===== src/rtl/axi_sim_ctrl.sv =====
// AXI4-Lite simulation control slave: TOHOST end-of-test flag, console byte
// FIFO for the testbench to drain, and a free-running 64-bit cycle counter.
module axi_sim_ctrl #(
    parameter int ADDR_W     = 32,
    parameter int FIFO_DEPTH = 16
) (
    input  logic              ACLK,
    input  logic              ARESET,
    input  logic [ADDR_W-1:0] AWADDR,
    input  logic              AWVALID,
    output logic              AWREADY,
    input  logic [31:0]       WDATA,
    input  logic [3:0]        WSTRB,
    input  logic              WVALID,
    output logic              WREADY,
    output logic [1:0]        BRESP,
    output logic              BVALID,
    input  logic              BREADY,
    input  logic [ADDR_W-1:0] ARADDR,
    input  logic              ARVALID,
    output logic              ARREADY,
    output logic [31:0]       RDATA,
    output logic [1:0]        RRESP,
    output logic              RVALID,
    input  logic              RREADY,
    output logic              sim_done,
    output logic [30:0]       exit_code,
    output logic              char_valid,
    output logic [7:0]        char_data,
    input  logic              char_ready
);

    localparam int PW = $clog2(FIFO_DEPTH);
    localparam int LW = PW + 1;

    localparam logic [1:0] RESP_OKAY   = 2'b00;
    localparam logic [1:0] RESP_SLVERR = 2'b10;

    typedef enum logic [1:0] {W_IDLE, W_HAVE_ADDR, W_HAVE_DATA, W_RESP} wstate_t;
    typedef enum logic {R_IDLE, R_RESP} rstate_t;

    wstate_t w_state, w_next;
    rstate_t r_state, r_next;

    logic [1:0]  aw_sel_q;
    logic [31:0] wdata_q;
    logic [3:0]  wstrb_q;
    logic [1:0]  bresp_q;

    logic [63:0] cycle_cnt;
    logic [31:0] cycle_hi_shadow;
    logic [31:0] rdata_q;

    logic [7:0]    mem [FIFO_DEPTH];
    logic [PW-1:0] wr_ptr, rd_ptr;
    logic [LW-1:0] level;
    logic          overflow;

    // Only ADDR[3:2] select a register; the rest is decoded upstream.
    logic unused_addr;
    assign unused_addr = &{1'b0, AWADDR[ADDR_W-1:4], AWADDR[1:0],
                           ARADDR[ADDR_W-1:4], ARADDR[1:0]};

    // Handshakes; readies are held low while reset is asserted.
    logic aw_hs, w_hs, ar_hs, commit;
    assign AWREADY = !ARESET && (w_state == W_IDLE || w_state == W_HAVE_DATA);
    assign WREADY  = !ARESET && (w_state == W_IDLE || w_state == W_HAVE_ADDR);
    assign ARREADY = !ARESET && (r_state == R_IDLE);
    assign aw_hs   = AWVALID && AWREADY;
    assign w_hs    = WVALID && WREADY;
    assign ar_hs   = ARVALID && ARREADY;
    assign BVALID  = (w_state == W_RESP);
    assign BRESP   = bresp_q;
    assign RVALID  = (r_state == R_RESP);
    assign RDATA   = rdata_q;
    assign RRESP   = RESP_OKAY;

    // Effective commit operands: whichever half arrived earlier comes from its latch.
    logic [1:0]  c_sel;
    logic [31:0] c_data;
    logic [3:0]  c_strb;
    assign c_sel  = (w_state == W_HAVE_ADDR) ? aw_sel_q : AWADDR[3:2];
    assign c_data = (w_state == W_HAVE_DATA) ? wdata_q  : WDATA;
    assign c_strb = (w_state == W_HAVE_DATA) ? wstrb_q  : WSTRB;

    // Write FSM state register and AW/W latches.
    always_ff @(posedge ACLK or posedge ARESET) begin
        if (ARESET) begin
            w_state  <= W_IDLE;
            aw_sel_q <= '0;
            wdata_q  <= '0;
            wstrb_q  <= '0;
        end else begin
            w_state <= w_next;
            if (aw_hs) aw_sel_q <= AWADDR[3:2];
            if (w_hs) begin
                wdata_q <= WDATA;
                wstrb_q <= WSTRB;
            end
        end
    end

    // Write FSM next state; commit fires on the edge where both halves are held.
    always_comb begin
        w_next = w_state;
        commit = 1'b0;
        case (w_state)
            W_IDLE: begin
                if (aw_hs && w_hs) begin
                    commit = 1'b1;
                    w_next = W_RESP;
                end else if (aw_hs) begin
                    w_next = W_HAVE_ADDR;
                end else if (w_hs) begin
                    w_next = W_HAVE_DATA;
                end
            end
            W_HAVE_ADDR: if (w_hs) begin
                commit = 1'b1;
                w_next = W_RESP;
            end
            W_HAVE_DATA: if (aw_hs) begin
                commit = 1'b1;
                w_next = W_RESP;
            end
            W_RESP: if (BREADY) w_next = W_IDLE;
            default: w_next = W_IDLE;
        endcase
    end

    // Register-map decode of the committing write.
    logic push, tohost_ok, bad_wr;
    always_comb begin
        push      = 1'b0;
        tohost_ok = 1'b0;
        bad_wr    = 1'b0;
        if (commit) begin
            case (c_sel)
                2'd0:    if (c_strb == 4'hF) tohost_ok = 1'b1; else bad_wr = 1'b1;
                2'd1:    push   = c_strb[0];
                default: bad_wr = 1'b1;
            endcase
        end
    end

    // TOHOST state and the write response code.
    always_ff @(posedge ACLK or posedge ARESET) begin
        if (ARESET) begin
            sim_done  <= 1'b0;
            exit_code <= '0;
            bresp_q   <= RESP_OKAY;
        end else begin
            if (commit) bresp_q <= bad_wr ? RESP_SLVERR : RESP_OKAY;
            if (tohost_ok && c_data[0] && !sim_done) begin
                sim_done  <= 1'b1;
                exit_code <= c_data[31:1];
            end
        end
    end

    // Cycle counter runs until the test ends, then freezes for post-mortem reads.
    always_ff @(posedge ACLK or posedge ARESET) begin
        if (ARESET) cycle_cnt <= '0;
        else if (!sim_done) cycle_cnt <= cycle_cnt + 64'd1;
    end

    // Console FIFO pointers and level; a push to a full FIFO only lands if a pop frees a slot.
    logic pop, push_ok;
    assign char_valid = (level != '0);
    assign char_data  = char_valid ? mem[rd_ptr] : 8'h00;
    assign pop        = char_valid && char_ready;
    assign push_ok    = push && ((level != LW'(FIFO_DEPTH)) || pop);

    always_ff @(posedge ACLK or posedge ARESET) begin
        if (ARESET) begin
            wr_ptr   <= '0;
            rd_ptr   <= '0;
            level    <= '0;
            overflow <= 1'b0;
        end else begin
            if (push_ok) wr_ptr <= wr_ptr + PW'(1);
            if (pop)     rd_ptr <= rd_ptr + PW'(1);
            if (push_ok && !pop)      level <= level + LW'(1);
            else if (pop && !push_ok) level <= level - LW'(1);
            if (push && !push_ok) overflow <= 1'b1;
        end
    end

    // FIFO storage needs no reset; char_data is masked while empty.
    always_ff @(posedge ACLK) begin
        if (push_ok) mem[wr_ptr] <= c_data[7:0];
    end

    // Read data mux over pre-edge register values.
    logic [31:0] level_ext, rd_mux;
    assign level_ext = 32'(level);
    always_comb begin
        case (ARADDR[3:2])
            2'd0:    rd_mux = {exit_code, sim_done};
            2'd1:    rd_mux = {23'b0, overflow, level_ext[7:0]};
            2'd2:    rd_mux = cycle_cnt[31:0];
            default: rd_mux = cycle_hi_shadow;
        endcase
    end

    // Read FSM next state.
    always_comb begin
        r_next = r_state;
        case (r_state)
            R_IDLE:  if (ar_hs) r_next = R_RESP;
            R_RESP:  if (RREADY) r_next = R_IDLE;
            default: r_next = R_IDLE;
        endcase
    end

    // Read FSM state, registered RDATA, and the CYCLE_HI shadow captured on CYCLE_LO reads.
    always_ff @(posedge ACLK or posedge ARESET) begin
        if (ARESET) begin
            r_state         <= R_IDLE;
            rdata_q         <= '0;
            cycle_hi_shadow <= '0;
        end else begin
            r_state <= r_next;
            if (ar_hs) begin
                rdata_q <= rd_mux;
                if (ARADDR[3:2] == 2'd2) cycle_hi_shadow <= cycle_cnt[63:32];
            end
        end
    end

endmodule


===== config.mk =====
export PLATFORM = sky130hd
export DESIGN_NAME = axi_sim_ctrl
export DESIGN_NICKNAME = d
export VERILOG_FILES = /design/src/rtl/axi_sim_ctrl.sv
export SDC_FILE = /design/constraint.sdc
export NUM_CORES = 1
export LEC_CHECK = 0
export BUFFER_PORTS_ARGS = -buffer_cell sky130_fd_sc_hd__buf_2
export CAP_MARGIN = 10
export CELL_PAD_IN_SITES_DETAIL_PLACEMENT = 0
export CELL_PAD_IN_SITES_GLOBAL_PLACEMENT = 1
export CORE_MARGIN = 2
export CORE_UTILIZATION = 48
export DETAILED_ROUTE_END_ITERATION = 7
export HOLD_SLACK_MARGIN = 0.06
export MAX_ROUTING_LAYER = met4
export PLACE_DENSITY_LB_ADDON = 0.1
export REMOVE_ABC_BUFFERS = 1
export SLEW_MARGIN = 20
export SYNTH_ARGS = -nofsm -noshare
export SYNTH_HDL_FRONTEND = slang
export SYNTH_SLANG_ARGS = --single-unit

===== constraint.sdc =====
create_clock -name ACLK -period 9.27 [get_ports ACLK]
set_clock_uncertainty 0.1 [all_clocks]
set_input_delay 2.3175 -clock ACLK [delete_from_list [all_inputs] [get_ports ACLK]]
set_output_delay 2.3175 -clock ACLK [all_outputs]
set_load 0.03 [all_outputs]

# After elaboration in Yosys (flattened, before gate mapping)
# Memory sizes are Yosys's and may differ from the RTL's.
# Index checks and enable logic that the tools add are counted.
[word_totals] ff_bits=217 latchBits=0 ram_bits=128 rom_bits=0 out_inout_bits=82 elab_cells=94 memories=1
[mem_list] name="mem" words=16 word_bits=8 read_ports=1 rd_ports_with_merged_regs=0 write_ports=1 line_no="54" rtl="logic [7:0] mem [FIFO_DEPTH];"
[classes] addsub=5 multipliers=0 div_mod_pow=0 n_lt_le_gt_ge=0 n_eq_ne=12 n_shift=0 mux=32 n_bitwise=1 n_reduce_logical=28
[op_table] operator="$pmux 32 s3" n=1
[op_table] operator="$add 64x1->64 const B" n=1
[op_table] operator="$mux 32" n=1
[op_table] operator="$mux 2" n=8
[op_table] operator="$logic_and 1x1->1" n=14
[op_table] operator="$mux 1" n=14
[op_table] operator="$mux 5" n=2
[op_table] operator="$add 4x1->4 const B" n=2
[op_table] operator="$mux 8" n=1
[op_table] operator="$pmux 2 s4" n=1
[op_table] operator="$eq 2x1->1 const B" n=3
[op_table] operator="$eq 2x2->1 const B" n=3
[op_table] operator="$logic_not 2->1" n=3
[op_table] operator="$add 5x1->5 const B" n=1
[op_table] operator="$ne 5x5->1 const B" n=1
[op_table] operator="$reduce_bool 5->1" n=1
[op_table] operator="$sub 5x1->5 const B" n=1
[op_table] operator="$eq 4x4->1 const B" n=1
[op_table] operator="$logic_not 1->1" n=4
[op_table] operator="$mux 4" n=1
[op_table] operator="$ne 2x2->1 const B" n=2
[op_table] operator="$ne 4x3->1 const B" n=1
[op_table] operator="$pmux 1 s2" n=2
[op_table] operator="$reduce_and 4->1" n=1
[op_table] operator="other kinds (6)" n=8

# Depth between registers and ports, before layout
# Gate-level depths: netlist of run 1.
[depth] ltp_word=13 ltp_mapped=15

# Worst setup path before layout of run 1
# OpenSTA, ideal clock, no wires.
[synth_path] path_kind="input port to flip-flop" start="in ARESET" end="reg w_state[1]" setup_time_ns=0.128 t_arrival_ns=7.698 t_required_ns=9.042 setup_slack_ns=1.344 cell_stages=3 n_path_buf=0 path_cell_list="inv_1 -> a41oi_1 -> mux2_2"
[synth_between] elab_chain_len=6
[synth_rtl] item="start, declared" line_no="8" rtl="input logic ARESET,"
[synth_rtl] item="$logic_not 1->1 (no source line) *"
[synth_rtl] item="$logic_and 1x1->1, on equally long branches" line_no="66, 67"
[synth_rtl] item="$logic_and 1x1->1, on equally long branches" line_no="69, 70"
[synth_rtl] item="$mux 2 or $logic_and 1x1->1 (tied branches)" line_no="112, 109"
[synth_rtl] item="$mux 2 or $ne 4x3->1 (tied branches)"
[synth_rtl] item="$pmux 2 s4 or $reduce_and 4->1 (tied branches)"
[synth_rtl] item="end signal, assigned" line_no="94" rtl="w_state <= w_next;"
[synth_rtl] item="end, declared" line_no="42" rtl="wstate_t w_state, w_next;"
# Every way passes the cells marked *; elsewhere a longest branch is shown, timed or not.
# A chain may end at the register's enable or synchronous reset.

# Final worst setup path of run 1
[layout_path] start="in ARESET" end="out AWREADY"
[layout_between] elab_chain_len=2
[layout_rtl] item="$logic_not 1->1 (no source line)"
[layout_rtl] item="$logic_and 1x1->1" line_no="66" rtl="assign AWREADY = !ARESET && (w_state == W_IDLE || w_state == W_HAVE_DATA);"
[layout_rtl] item="end, declared" line_no="11" rtl="output logic AWREADY,"
# No other way between the ends.

==> results.rst, run 1 <==
.. list-table::
   :header-rows: 1

   * - Metric
     - Value
   * - Status
     - complete, no violations
   * - Layout overhead on the synthesized area
     - 14.59%
   * - Post-detailed-route count of antenna-violating nets
     - 0
   * - PostCTS Resize Cnt
     - 0
   * - Drt initial violations
     - 701
   * - Met2 demand-to-capacity share in global routing
     - 0.3281
   * - Number of instances in the synthesized netlist
     - 1,034
   * - F_max
     - 186.7 MHz
   * - Via count of the first global-routing pass
     - 8,978
   * - Non-Filler Cell Area, Final
     - 16,960 µm²
   * - Part of the total power dissipated in sequential elements
     - 0.432
   * - Total track usage
     - 0.2187
   * - Per-instance average area after synthesis
     - 14.31 µm²
   * - Hold Fails Final Rpt
     - 0
   * - Setup violators final
     - 0
   * - Setup total negative slack
     - 0 ns
   * - Clock-pin slew of the registers on the worst-case setup and hold paths
     - around 0.06 ns
   * - Post-route minimum period
     - between 5 and 6 ns
   * - Most frequent cells in the layout
     - 214 x dfrtp_1, 128 x edfxtp_1, 126 x buf_2
   * - TritonCTS clock tree
     - yes
   * - GRT Residual Overflow
     - 0
   * - Kind of cell adding the most delay to the critical path
     - buffers and inverters
   * - Starting density of the core
     - 0.4851
   * - Worst Path Class, Setup
     - input port to primary output
   * - Global Route met1 Usage
     - 0.3131
   * - Area of the mapped netlist
     - 14,800 µm²
   * - Number of sinks driven by the clock tree
     - 344
   * - Vias per cell
     - roughly 5.5
   * - Hold-fix buffers at CTS
     - 0
   * - Commonest non-fill, non-tap cell in the layout
     - dfrtp_1
   * - Leakage Power
     - just over 7 nW
   * - Register-to-register path setup slack
     - 5.15 ns
   * - Share of final-layout standard cells stronger than drive strength 1
     - 0.3029
   * - Number of maximum-capacitance violations
     - 0
   * - Root Buffer
     - clkbuf_16
   * - Insertion delay of the later-clocked pin in the worst-skew pair
     - 0.52 ns
   * - Internal portion of total power
     - 3.175 mW
   * - Seq cells post-synth
     - 344
   * - Kind of launch point of the worst setup path
     - input port
   * - Slew at the pin closest to its max-slew limit
     - around 1.0 ns
   * - Chip Height
     - 179.6 µm
   * - Max incr delay on CP
     - 0.26 ns
   * - Top FF cell, synth
     - dfrtp_1
   * - Crit. End Element
     - primary output
   * - Global-route wire length before repair
     - 53.01 mm
   * - Share of total power in the clock network
     - 0.301
   * - Most Used Layer, Global Route
     - met2
   * - Worst voltage drop across the vdd grid
     - ~0.00014 V
   * - Slew margin rel.
     - 0.2986
   * - Critical path arrival
     - 2.94 ns
   * - Maximum number of pins on one net before global-route repair
     - between 70 and 80
   * - Critical path, cell by cell
     - buf_2 -> o21ba_2 -> buf_2
   * - Inserted Clock Buffers
     - 37
   * - Number of levels in the clock H-tree
     - 2
   * - Placed Area
     - approximately 16,000 µm²
   * - Buf/Inv on CP
     - 2
   * - Total I/O pin count
     - 190
   * - Yosys synthesis warning count
     - 0
   * - Number of distinct library cells after synthesis
     - 52
   * - Number of antenna violations at the first check in global routing
     - 4
   * - Num rows
     - 64
   * - Met3 Track Usage GR
     - 0.04376
   * - Max Fanout on Critical Path
     - 6
   * - Data required time at the worst endpoint
     - around 6.9 ns
   * - Die X-Extent
     - approximately 180 µm
   * - Maximum clock insertion buffer count
     - 3
   * - Post-synthesis async set-or-reset flop share
     - 0.6279
   * - Remaining DRCs
     - 0
   * - Final-stage net count
     - around 1,300
   * - Switching power
     - 1.469 mW
   * - Worst min path class
     - flip-flop to flip-flop
   * - Buffers on Ports
     - 126
   * - Layout filler cell count
     - between 2,000 and 3,000
   * - Share of synthesized area occupied by flip-flops and latches
     - 0.6250
   * - Portion of total power attributed to combinational logic
     - 0.267
   * - Detail Placement HPWL
     - 21.99 mm
   * - Sw Share
     - 0.3164
   * - Fin crit share
     - 0.5778
   * - Drt wl/cell
     - 21.20 µm
   * - Library cell appearing most often on the critical path
     - buf_2
   * - Weighted congestion reported at the end of routability-driven placement
     - 0.7555
   * - Post-CTS setup repair buffer count
     - 0
   * - Placeable core area
     - 30,510 µm²
   * - Slowest cell on crit path
     - o21ba_2
   * - Pre-Repair DR Iteration Count
     - 4
   * - Post-synth EDFFs
     - approximately 130
   * - Total routed wirelength
     - 33.55 mm
   * - Die Area
     - 32,250 µm²
   * - Pwr per Cell Area
     - 273.9 nW/µm²
   * - Number of vias in the routed layout
     - 8,725
   * - Number of pins exceeding their max-slew limit in the final report
     - 0
   * - Unrepaired setup endpoints after global routing
     - false
==> synthesized netlist by cell type, drive strengths merged, types with 2 or more instances <==
cell type / n / area [µm²]
clkbuf: 30 / 112.6
mux2i: 27 / 270.3
a221o: 8 / 80.08
and2: 4 / 25.03
and4: 3 / 26.28
xor2: 27 / 236.5
nand3: 26 / 130.1
nand2: 76 / 285.3
a21oi: 13 / 65.06
nand4: 20 / 146.4
nor4: 8 / 77.57
o21ai: 52 / 260.3
inv: 22 / 82.58
nor2b: 11 / 68.82
buf: 22 / 111.4
ha: 14 / 175.2
nor3b: 4 / 30.03
nand4b: 3 / 41.29
or3: 2 / 12.51
xnor2: 46 / 402.9
nor3: 11 / 77.57
and4b: 2 / 20.02
mux4: 38 / 855.8
and3: 19 / 118.9
a22oi: 43 / 322.8
dfrtp: 216 / 5405
nor2: 34 / 130.1
or4: 3 / 30.03
edfxtp: 128 / 3844
mux2: 111 / 1250
==> area by class of cell <==
| type | instances | area, µm² | area share |
|---|---|---|---|
| Sequential cell | 344 | 9251 | 0.5455 |
| Multi-Input combinational cell | 618 | 5271 | 0.3108 |
| Clock buffer | 55 | 1064 | 0.06271 |
| Timing Repair Buffer | 136 | 705.7 | 0.04161 |
| Tap cell | 396 | 495.5 | 0.02922 |
| Inverter | 22 | 90.09 | 0.005312 |
| Clock inverter | 7 | 71.32 | 0.004205 |
| Antenna cell | 4 | 10.01 | 0.0005902 |
==> flip-flops by register name, summed over array words and instances, names as in the netlist, 2 cells and up <==
signal           flops
mem                128
cycle_cnt           64
RDATA               32
cycle_hi_shadow     32
wdata_q             32
exit_code           31
level                5
rd_ptr               4
wr_ptr               4
wstrb_q              4
aw_sel_q             2
w_state              2
==> worst reg2reg max path, cell delays in order, from the launching register on <==
cell	delay [ns]
dfrtp_1	0.44
or4_1	0.62
nor3b_1	0.76
and4bb_2	0.48
ha_1	0.31
inv_1	0.12
ha_1	0.27
nor2b_1	0.14
o21a_1	0.17
or3_1	0.30
a21oi_1	0.18
xor2_1	0.15
==> kinds of logic after synthesis <==
family / after synthesis / synth area share
AND/OR/NAND/NOR: 228 / 0.08370
XOR/XNOR: 73 / 0.04320
AO/OA/AOI/OAI: 123 / 0.05343
buffers and inverters: 74 / 0.02071
adder cells (fa/ha/maj): 15 / 0.01319
flip-flops: 344 / 0.6250
multiplexers: 176 / 0.1606
other: 1 / 0.0002534
==> worst paths after layout <==
check | cells after the start | from | to
min in group asynchronous | 2 | ARESET | w_state[1]$_DFFE_PP0P_
min | 1 | cycle_cnt[63]$_DFFE_PP0N_ | cycle_cnt[63]$_DFFE_PP0N_
min reg2reg | 1 | cycle_cnt[63]$_DFFE_PP0N_ | cycle_cnt[63]$_DFFE_PP0N_
max in group asynchronous | 3 | ARESET | rd_ptr[1]$_DFFE_PP0P_
max | 3 | ARESET | AWREADY
max reg2reg | 11 | level[1]$_DFFE_PP0P_ | level[4]$_DFFE_PP0P_
==> stage by stage <==
stage	total power [mW]	hold slack [ns]	util	std cells	worst slack, ns
3_3_place_gp	3.271	0.3517	0.5183	1516	3.817
4_1_cts	4.706	0.3662	0.5555	1578	3.908
2_1_floorplan	2.904	0.3318	-	984	0.9085
3_5_place_dp	3.299	0.3587	0.5183	1516	3.804
6_report	4.645	0.3648	0.5559	1582	3.914
5_1_grt	4.890	0.3709	0.5559	1582	3.874
==> per-layer routing <==
layer	share of wire	up-vias
li1	-	4089
met1	0.47	4425
met2	0.46	166
met3	0.052	45
met4	0.016	0
met5	0	-
==> power by group through the flow <==
stage                     registers [mW]  logic (mW)  clock network (mW)
after floorplan                     2.09       0.816                   0
after global placement              2.03        1.24                   0
after detailed placement            2.04        1.26                   0
after CTS                           2.01        1.26                1.43
after global routing                2.04        1.36                1.49
final                               2.01        1.24                1.40
(Power assumes the default switching activity.)
==> run 2: changes to the inputs <==
Clock period 9.27 ns to 5 ns, I/O delays scaled along.
==> run 2 against run 1 <==
Largest cell class unchanged; critical path depth is 2 higher; global-route usage about the same; non-clock buffer count up 5; clock power up 110%; cell count up 0.76%; register-to-register slack worse by 3.7 ns; hold slack improved by 0.0037 ns; largest power group unchanged; utilization is 0.66 points higher; count of clock-buffer cells in the layout is 13 lower; first-iteration DRC count down 5.4%; power increased by 93%.
==> results.rst, run 2 (synthesized netlist as in run 1, its figures left out) <==
.. list-table::
   :header-rows: 1

   * - Metric
     - Value
   * - Die Area
     - 32,250 µm² (unchanged)
   * - Maximum clock insertion buffer count
     - 3 (unchanged)
   * - F_max
     - around 240 MHz
   * - Post-route minimum period
     - 4.205 ns
   * - Non-Filler Cell Area, Final
     - 17,160 µm² (+1.2%)
   * - TritonCTS clock tree
     - yes
   * - Cell depth of the worst min-delay path
     - 1 (unchanged)
   * - Largest registers
     - mem: 128 flops, cycle_cnt: 64 flops
   * - GRT Residual Overflow
     - 0 (unchanged)
   * - Detail Placement HPWL
     - 22.60 mm (+2.8%)
   * - Fin crit share
     - 0.8409
   * - Buf/Inv on CP
     - 2 (unchanged)
   * - Capturing point of the worst reg2reg path
     - level[4]$_DFFE_PP0P_
   * - Max incr delay on CP
     - 0.83 ns (+0.57 ns)
   * - Total routed wirelength
     - 34.02 mm (+1.4%)
   * - Number of maximum-capacitance violations
     - 0 (unchanged)
   * - Leakage Power
     - 7.366 nW (+1.6%)
   * - Layout filler cell count
     - 2,563 (-0.77%)
   * - Drt wl/cell
     - 21.34 µm (+0.66%)
   * - Total track usage
     - 0.2187 (about the same)
   * - Reg-to-reg critical path startpoint
     - level[1]$_DFFE_PP0P_
   * - Pwr per Cell Area
     - 521.1 nW/µm² (+90%)
   * - Number of vias in the routed layout
     - 8,834 (+1.2%)
   * - Starting density of the core
     - 0.4851 (unchanged)
   * - Hold Crit Start
     - cycle_cnt[63]$_DFFE_PP0N_
   * - Total I/O pin count
     - 190 (unchanged)
   * - Weighted congestion reported at the end of routability-driven placement
     - 0.7485 (-0.93%)
   * - Slew at the pin closest to its max-slew limit
     - 1.043 ns (-0.005030 ns)
   * - Layout overhead on the synthesized area
     - 15.96%
   * - Insertion delay of the later-clocked pin in the worst-skew pair
     - 0.53 ns (about the same)
   * - Critical path, cell by cell
     - buf_4 -> mux4_2 -> a22oi_1 -> a21oi_1 -> buf_2
   * - Hold Fails Final Rpt
     - 0 (unchanged)
   * - Worst voltage drop across the vdd grid
     - 0.0002904 V (+100%)
   * - Final-stage net count
     - 1,288 (+0.47%)
   * - Number of sinks driven by the clock tree
     - 344 (unchanged)
   * - Post-CTS setup repair buffer count
     - 0 (unchanged)
   * - Setup violators final
     - 0 (unchanged)
   * - Placeable core area
     - 30,510 µm² (unchanged)
   * - Crit. End Element
     - primary output
   * - Clock-pin slew of the registers on the worst-case setup and hold paths
     - 0.06 ns (about the same)
   * - Chip Height
     - 179.6 µm (unchanged)
   * - Max Fanout on Critical Path
     - 21 (+15)
   * - Number of levels in the clock H-tree
     - 2 (unchanged)
   * - Number of pins exceeding their max-slew limit in the final report
     - 0 (unchanged)
   * - Max FFs per register
     - 128 (unchanged)
   * - Number of antenna violations at the first check in global routing
     - 3 (-1)
   * - Status
     - complete, no violations
   * - Root Buffer
     - clkbuf_16
   * - Kind of cell adding the most delay to the critical path
     - flip-flops
   * - Worst min path class
     - flip-flop to flip-flop
   * - Register-to-register path setup slack
     - 1.41 ns (-3.74 ns)
   * - Slew margin rel.
     - 0.3019 (+0.003366)
   * - Via count of the first global-routing pass
     - 9,102 (+1.4%)
   * - Vias per cell
     - 5.542 (+0.49%)
   * - Data required time at the worst endpoint
     - 3.65 ns (-3.20 ns)
   * - Worst Path Class, Setup
     - flip-flop to primary output
   * - Buffers on Ports
     - 126 (unchanged)
   * - Share of final-layout standard cells stronger than drive strength 1
     - 0.3138 (+0.01093)
   * - Maximum number of pins on one net before global-route repair
     - 99 (+25%)
   * - Most frequent cells in the layout
     - 214 x dfrtp_1, 128 x edfxtp_1, 126 x buf_2
   * - Worst Reg-to-Reg Cells
     - 12 (+1)
   * - Critical path arrival
     - 2.85 ns (-0.09 ns)
   * - Die X-Extent
     - 179.6 µm (unchanged)
   * - Drt initial violations
     - 663 (-5.4%)
   * - Remaining DRCs
     - 0 (unchanged)
   * - Setup total negative slack
     - 0 ns (unchanged)
   * - Kind of launch point of the worst setup path
     - flip-flop
   * - Commonest non-fill, non-tap cell in the layout
     - dfrtp_1
   * - PostCTS Resize Cnt
     - 0 (unchanged)
   * - Hold-fix buffers at CTS
     - 0 (unchanged)
   * - Global-route wire length before repair
     - 53.31 mm (+0.56%)
   * - End of the worst hold path
     - cycle_cnt[63]$_DFFE_PP0N_
   * - Num rows
     - 64 (unchanged)
   * - Inserted Clock Buffers
     - 38 (+2.7%)
   * - Post-detailed-route count of antenna-violating nets
     - 0 (unchanged)
   * - Placed Area
     - 15,860 µm² (+0.29%)
   * - Biggest register
     - mem
   * - Unrepaired setup endpoints after global routing
     - false
   * - Slowest cell on crit path
     - dfrtp_2
   * - Pre-Repair DR Iteration Count
     - 5 (+1)
   * - Design Power
     - 8.943 mW (+93%)
==> run 2: worst reg2reg max path, stage by stage (launching register included) <==
cell     delay, ns
dfrtp_1       0.43
or4_1         0.60
nor2_2        0.40
nor2b_1       0.23
inv_1         0.11
ha_1          0.24
inv_1         0.10
ha_1          0.32
nor2b_1       0.14
o21a_1        0.17
or3_1         0.30
a21oi_1       0.17
xor2_1        0.18
==> run 2: through the flow <==
stage	util	instances	setup slack, ns	hold slack [ns]
finish	0.5625	1594	0.7953	0.3685
global route	0.5625	1594	0.5959	0.4011
CTS	0.5623	1591	0.7159	0.3691
detailed placement	0.5198	1521	0.8747	0.3612
global placement	0.5198	1521	0.8991	0.3532
floorplan	-	984	-2.294	0.3318
==> run 2: report_power, final <==
part	switching, mW	total [mW]	internal [mW]
registers	0.369	3.77	3.40
logic	1.31	2.28	0.974
clock network	1.15	2.89	1.74
total	2.83	8.94	6.12
==> run 2: area by class of cell <==
type | count | area [µm²] | share of cell area
flip-flops and latches | 344 | 9251 | 0.5391
inverters | 22 | 90.09 | 0.005249
clock buffers | 42 | 985.9 | 0.05745
well taps | 396 | 495.5 | 0.02887
clock inverters | 28 | 309.0 | 0.01801
multi-input cells | 618 | 5266 | 0.3069
repair buffers | 141 | 755.7 | 0.04404
diodes | 3 | 7.507 | 0.0004374
==> run 2: worst max-delay path by stage <==
stage / startpoint / depth (start not counted) / to
2_1_floorplan: ARESET / 1 / BRESP[1]$_DFFE_PP0P_
3_3_place_gp: AWVALID / 12 / level[4]$_DFFE_PP0P_
3_5_place_dp: AWVALID / 12 / level[4]$_DFFE_PP0P_
4_1_cts: rd_ptr[0]$_DFFE_PP0P_ / 5 / char_data[3]
5_1_grt: rd_ptr[0]$_DFFE_PP0P_ / 5 / char_data[3]
6_report: rd_ptr[0]$_DFFE_PP0P_ / 5 / char_data[3]
==> run 2: routing by layer <==
metal / GRT usage / part of all wire
met5: - / 0
met4: 0.04293 / 0.016
met3: 0.04498 / 0.057
met2: 0.3353 / 0.47
met1: 0.3067 / 0.46
==> run 3: changes to the inputs <==
Settings changed: ABC_AREA set to 1, CORE_UTILIZATION 48 to 41.
Clock period 5 ns to 3.55 ns, I/O delays scaled along.
==> run 3 against run 2 <==
Highest routed layer unchanged; design area increased by 6.7%; hold slack lost 0.20 ns; non-clock buffer count grew 34; largest power group unchanged; synthesized cell count is 60% higher; count of clock-buffer cells in the layout rose by 20.
==> results.rst, run 3 <==
.. list-table::
   :header-rows: 1

   * - Metric
     - Value
   * - Status
     - complete, no violations
   * - Final Util
     - 0.4871 (-0.07540)
   * - Post-route minimum period
     - 3.439 ns
   * - Layout filler cell count
     - 3,659 (+43%)
   * - Post-CTS setup repair buffer count
     - 0 (unchanged)
   * - F_max
     - 290.7 MHz
   * - Final-stage net count
     - 1,930 (+50%)
   * - Data required time at the worst endpoint
     - 2.56 ns (-1.09 ns)
   * - Total routed wirelength
     - 43.39 mm (+28%)
   * - Insertion delay of the later-clocked pin in the worst-skew pair
     - 0.54 ns (about the same)
   * - Yosys synthesis warning count
     - 0 (unchanged)
   * - Number of sinks driven by the clock tree
     - 344 (unchanged)
   * - Number of pins exceeding their max-slew limit in the final report
     - 0 (unchanged)
   * - Pre-Repair DR Iteration Count
     - 5 (unchanged)
   * - Worst min path class
     - input port to asynchronous set/reset pin
   * - Starting density of the core
     - 0.4151 (-0.06993)
   * - Number of maximum-capacitance violations
     - 0 (unchanged)
   * - Weighted congestion reported at the end of routability-driven placement
     - 0.8580 (+15%)
   * - Pwr per Cell Area
     - 696.6 nW/µm² (+34%)
   * - Slack of the critical path
     - 0.1105 ns (-0.6848 ns)
   * - Placeable core area
     - 37,580 µm² (+23%)
   * - Drt wl/cell
     - 18.48 µm (-13%)
   * - Chip Height
     - 199.1 µm (+11%)
   * - Number of levels in the clock H-tree
     - 2 (unchanged)
   * - Maximum number of pins on one net before global-route repair
     - 75 (-24%)
   * - Design Power
     - 12.75 mW (+43%)
   * - Cell accounting for the most synthesized area
     - dfrtp_1
   * - Commonest non-fill, non-tap cell in the layout
     - nand2_1
   * - Hold Fails Final Rpt
     - 0 (unchanged)
   * - Ranking of synthesized cells by area
     - dfrtp_1 35%, edfxtp_1 25%, nand2_1 9.5%, nor2_1 4.8%, o21ai_0 4.3%
   * - Largest registers
     - mem: 128 flops, cycle_cnt: 64 flops
   * - Number of antenna violations at the first check in global routing
     - 0 (-3)
   * - Area of the mapped netlist
     - 15,600 µm² (+5.4%)
   * - Top FF cell, synth
     - dfrtp_1
   * - Post-detailed-route count of antenna-violating nets
     - 0 (unchanged)
   * - Register-to-register path setup slack
     - 0.41 ns (-1.00 ns)
   * - Post-synth EDFFs
     - 128 (unchanged)
   * - Maximum clock insertion buffer count
     - 3 (unchanged)
   * - Non-filler cells, final
     - 2,348 (+47%)
   * - Slowest cell on crit path
     - dfrtp_2
   * - Vias per cell
     - 5.095 (-8.1%)
   * - Slew at the pin closest to its max-slew limit
     - 0.9522 ns (-0.09117 ns)
   * - Final hold slack
     - 0.1698 ns (-0.1987 ns)
   * - Worst Path Class, Setup
     - flip-flop to primary output
   * - Leakage Power
     - 8.024 nW (+8.9%)
   * - Die X-Extent
     - 199.1 µm (+11%)
   * - Max Fanout on Critical Path
     - 65 (+210%)
   * - Number of distinct library cells after synthesis
     - 47 (-9.6%)
   * - Critical path arrival
     - 2.45 ns (-0.40 ns)
   * - Ant. Diodes
     - 0 (-3)
   * - Number of instances in the synthesized netlist
     - 1,656 (+60%)
   * - Kind of launch point of the worst setup path
     - flip-flop
   * - Buffers on Ports
     - 126 (unchanged)
   * - Share of final-layout standard cells stronger than drive strength 1
     - 0.1557 (-0.1581)
   * - Max incr delay on CP
     - 0.42 ns (-0.41 ns)
   * - Synth top cells by count
     - 394 x nand2_1, 216 x dfrtp_1, 201 x nor2_1, 134 x o21ai_0, 131 x inv_1
   * - Worst Reg-to-Reg Cells
     - 10 (-2)
   * - GRT Residual Overflow
     - 0 (unchanged)
   * - Biggest register
     - mem
   * - Max FFs per register
     - 128 (unchanged)
   * - Total track usage
     - 0.2326 (+0.01383)
   * - DP Cell Count
     - 2,276 (+50%)
   * - Worst voltage drop across the vdd grid
     - 0.0004053 V (+40%)
   * - Yosys top cell area share
     - 0.3465 (-0.01875)
   * - Worst slack, placed
     - 0.1804 ns (-0.6944 ns)
   * - Crit. End Element
     - primary output
   * - Inserted Clock Buffers
     - 40 (+5.3%)
   * - TritonCTS clock tree
     - yes
   * - Per-instance average area after synthesis
     - 9.420 µm² (-34%)
   * - Placed Area
     - 16,990 µm² (+7.1%)
   * - Reg-to-reg critical path startpoint
     - w_state[0]$_DFFE_PP0P_
   * - Number of vias in the routed layout
     - 11,960 (+35%)
   * - Drt initial violations
     - 846 (+28%)
   * - Slew margin rel.
     - 0.3652 (+0.06324)
   * - Worst setup path end
     - char_data[3]
   * - Die Area
     - 39,620 µm² (+23%)
   * - Share of synthesized area occupied by flip-flops and latches
     - 0.5929 (-0.03208)
   * - Via count of the first global-routing pass
     - 11,720 (+29%)
   * - Global-route wire length before repair
     - 67.55 mm (+27%)
   * - Cell with the most instances after synthesis
     - nand2_1
   * - Setup violators final
     - 0 (unchanged)
   * - Root Buffer
     - clkbuf_16
   * - Setup total negative slack
     - 0 ns (unchanged)
   * - Most frequent cells in the layout
     - 394 x nand2_1, 215 x dfrtp_1, 201 x nor2_1
   * - Num rows
     - 71 (+11%)
   * - Total I/O pin count
     - 190 (unchanged)
   * - Layout overhead on the synthesized area
     - 17.33%
   * - Clock-pin slew of the registers on the worst-case setup and hold paths
     - 0.06 ns (about the same)
   * - Remaining DRCs
     - 0 (unchanged)
   * - Non-Filler Cell Area, Final
     - 18,300 µm² (+6.7%)
   * - Unrepaired setup endpoints after global routing
     - false
   * - CP Launch Point
     - rd_ptr[0]$_DFFE_PP0P_
   * - Detail Placement HPWL
     - 30.22 mm (+34%)
   * - Seq cells post-synth
     - 344 (unchanged)
   * - Post-synthesis async set-or-reset flop share
     - 0.6279 (unchanged)
   * - Critical path, cell by cell
     - inv_1 -> buf_12 -> o21ai_0 -> o221ai_1 -> nand3_1 -> a21oi_1 -> buf_2
   * - Fin crit share
     - 0.9689
   * - Capturing point of the worst reg2reg path
     - exit_code[30]$_DFFE_PP0P_
[run 3: cell count changes after synthesis, sizes merged, moves of 23 or more]
cell,change
mux4,-38
inv,+111
nand3,+47
mux2,-103
o21ai,+104
nor2,+177
mux2i,-23
xnor2,-33
a22oi,-43
a21oi,+64
nand2,+321
[run 3: cell type report]
type / instances / area, µm² / share of cell area
clock buffers: 62 / 1186 / 0.06480
clock inverters: 10 / 108.9 / 0.005947
inverters: 137 / 523.0 / 0.02857
multi-input cells: 1109 / 5548 / 0.3031
flip-flops and latches: 344 / 9250 / 0.5054
well taps: 511 / 639.4 / 0.03493
repair buffers: 175 / 1049 / 0.05728
[run 3: worst max-delay path: cells and delay by family, from the launching register on]
kind	cells	cell delay [ns]
buffers and inverters	3	0.59
flip-flops	1	0.42
AND/OR/NAND/NOR	1	0.26
AO/OA/AOI/OAI	3	0.58
[run 3: report_power, final]
| group | switching (mW) | internal [mW] | total, mW |
|---|---|---|---|
| logic | 2.60 | 1.11 | 3.71 |
| registers | 0.270 | 4.73 | 5.00 |
| clock network | 1.61 | 2.44 | 4.05 |
[run 3: cell families (layout without fill, tap and decap cells)]
family,count (synthesis),in the layout,share of synthesized area
xor+xnor,54,54,0.03032
simple gates,727,727,0.1925
buf+inv,205,384,0.05342
compound gates,298,298,0.1098
mux,12,12,0.008342
other cells,1,3,0.0002404
fa+ha+maj,15,15,0.01251
flops,344,344,0.5929
[run 3: worst min path at each step]
stage | to | slack [ns]
CTS | wdata_q[13]$_DFFE_PP0P_ | 0.16
floorplan | overflow$_DFFE_PP0P_ | 0.34
global route | wdata_q[13]$_DFFE_PP0P_ | 0.16
finish | wdata_q[13]$_DFFE_PP0P_ | 0.17
global placement | wdata_q[9]$_DFFE_PP0P_ | 0.36
detailed placement | wdata_q[11]$_DFFE_PP0P_ | 0.36
[run 3: what timing repair did]
| item | in CTS | in global routing |
|---|---|---|
| hold buffers | 0 | 0 |
| endpoints found under the setup margin | 0 | 2 |
| resized for setup | 0 | 3 |
[run 3: metal layers]
layer | GRT usage | share of wire
met3 | 0.05063 | 0.068
met2 | 0.3249 | 0.41
met5 | - | 0
met1 | 0.3468 | 0.50
met4 | 0.04809 | 0.014
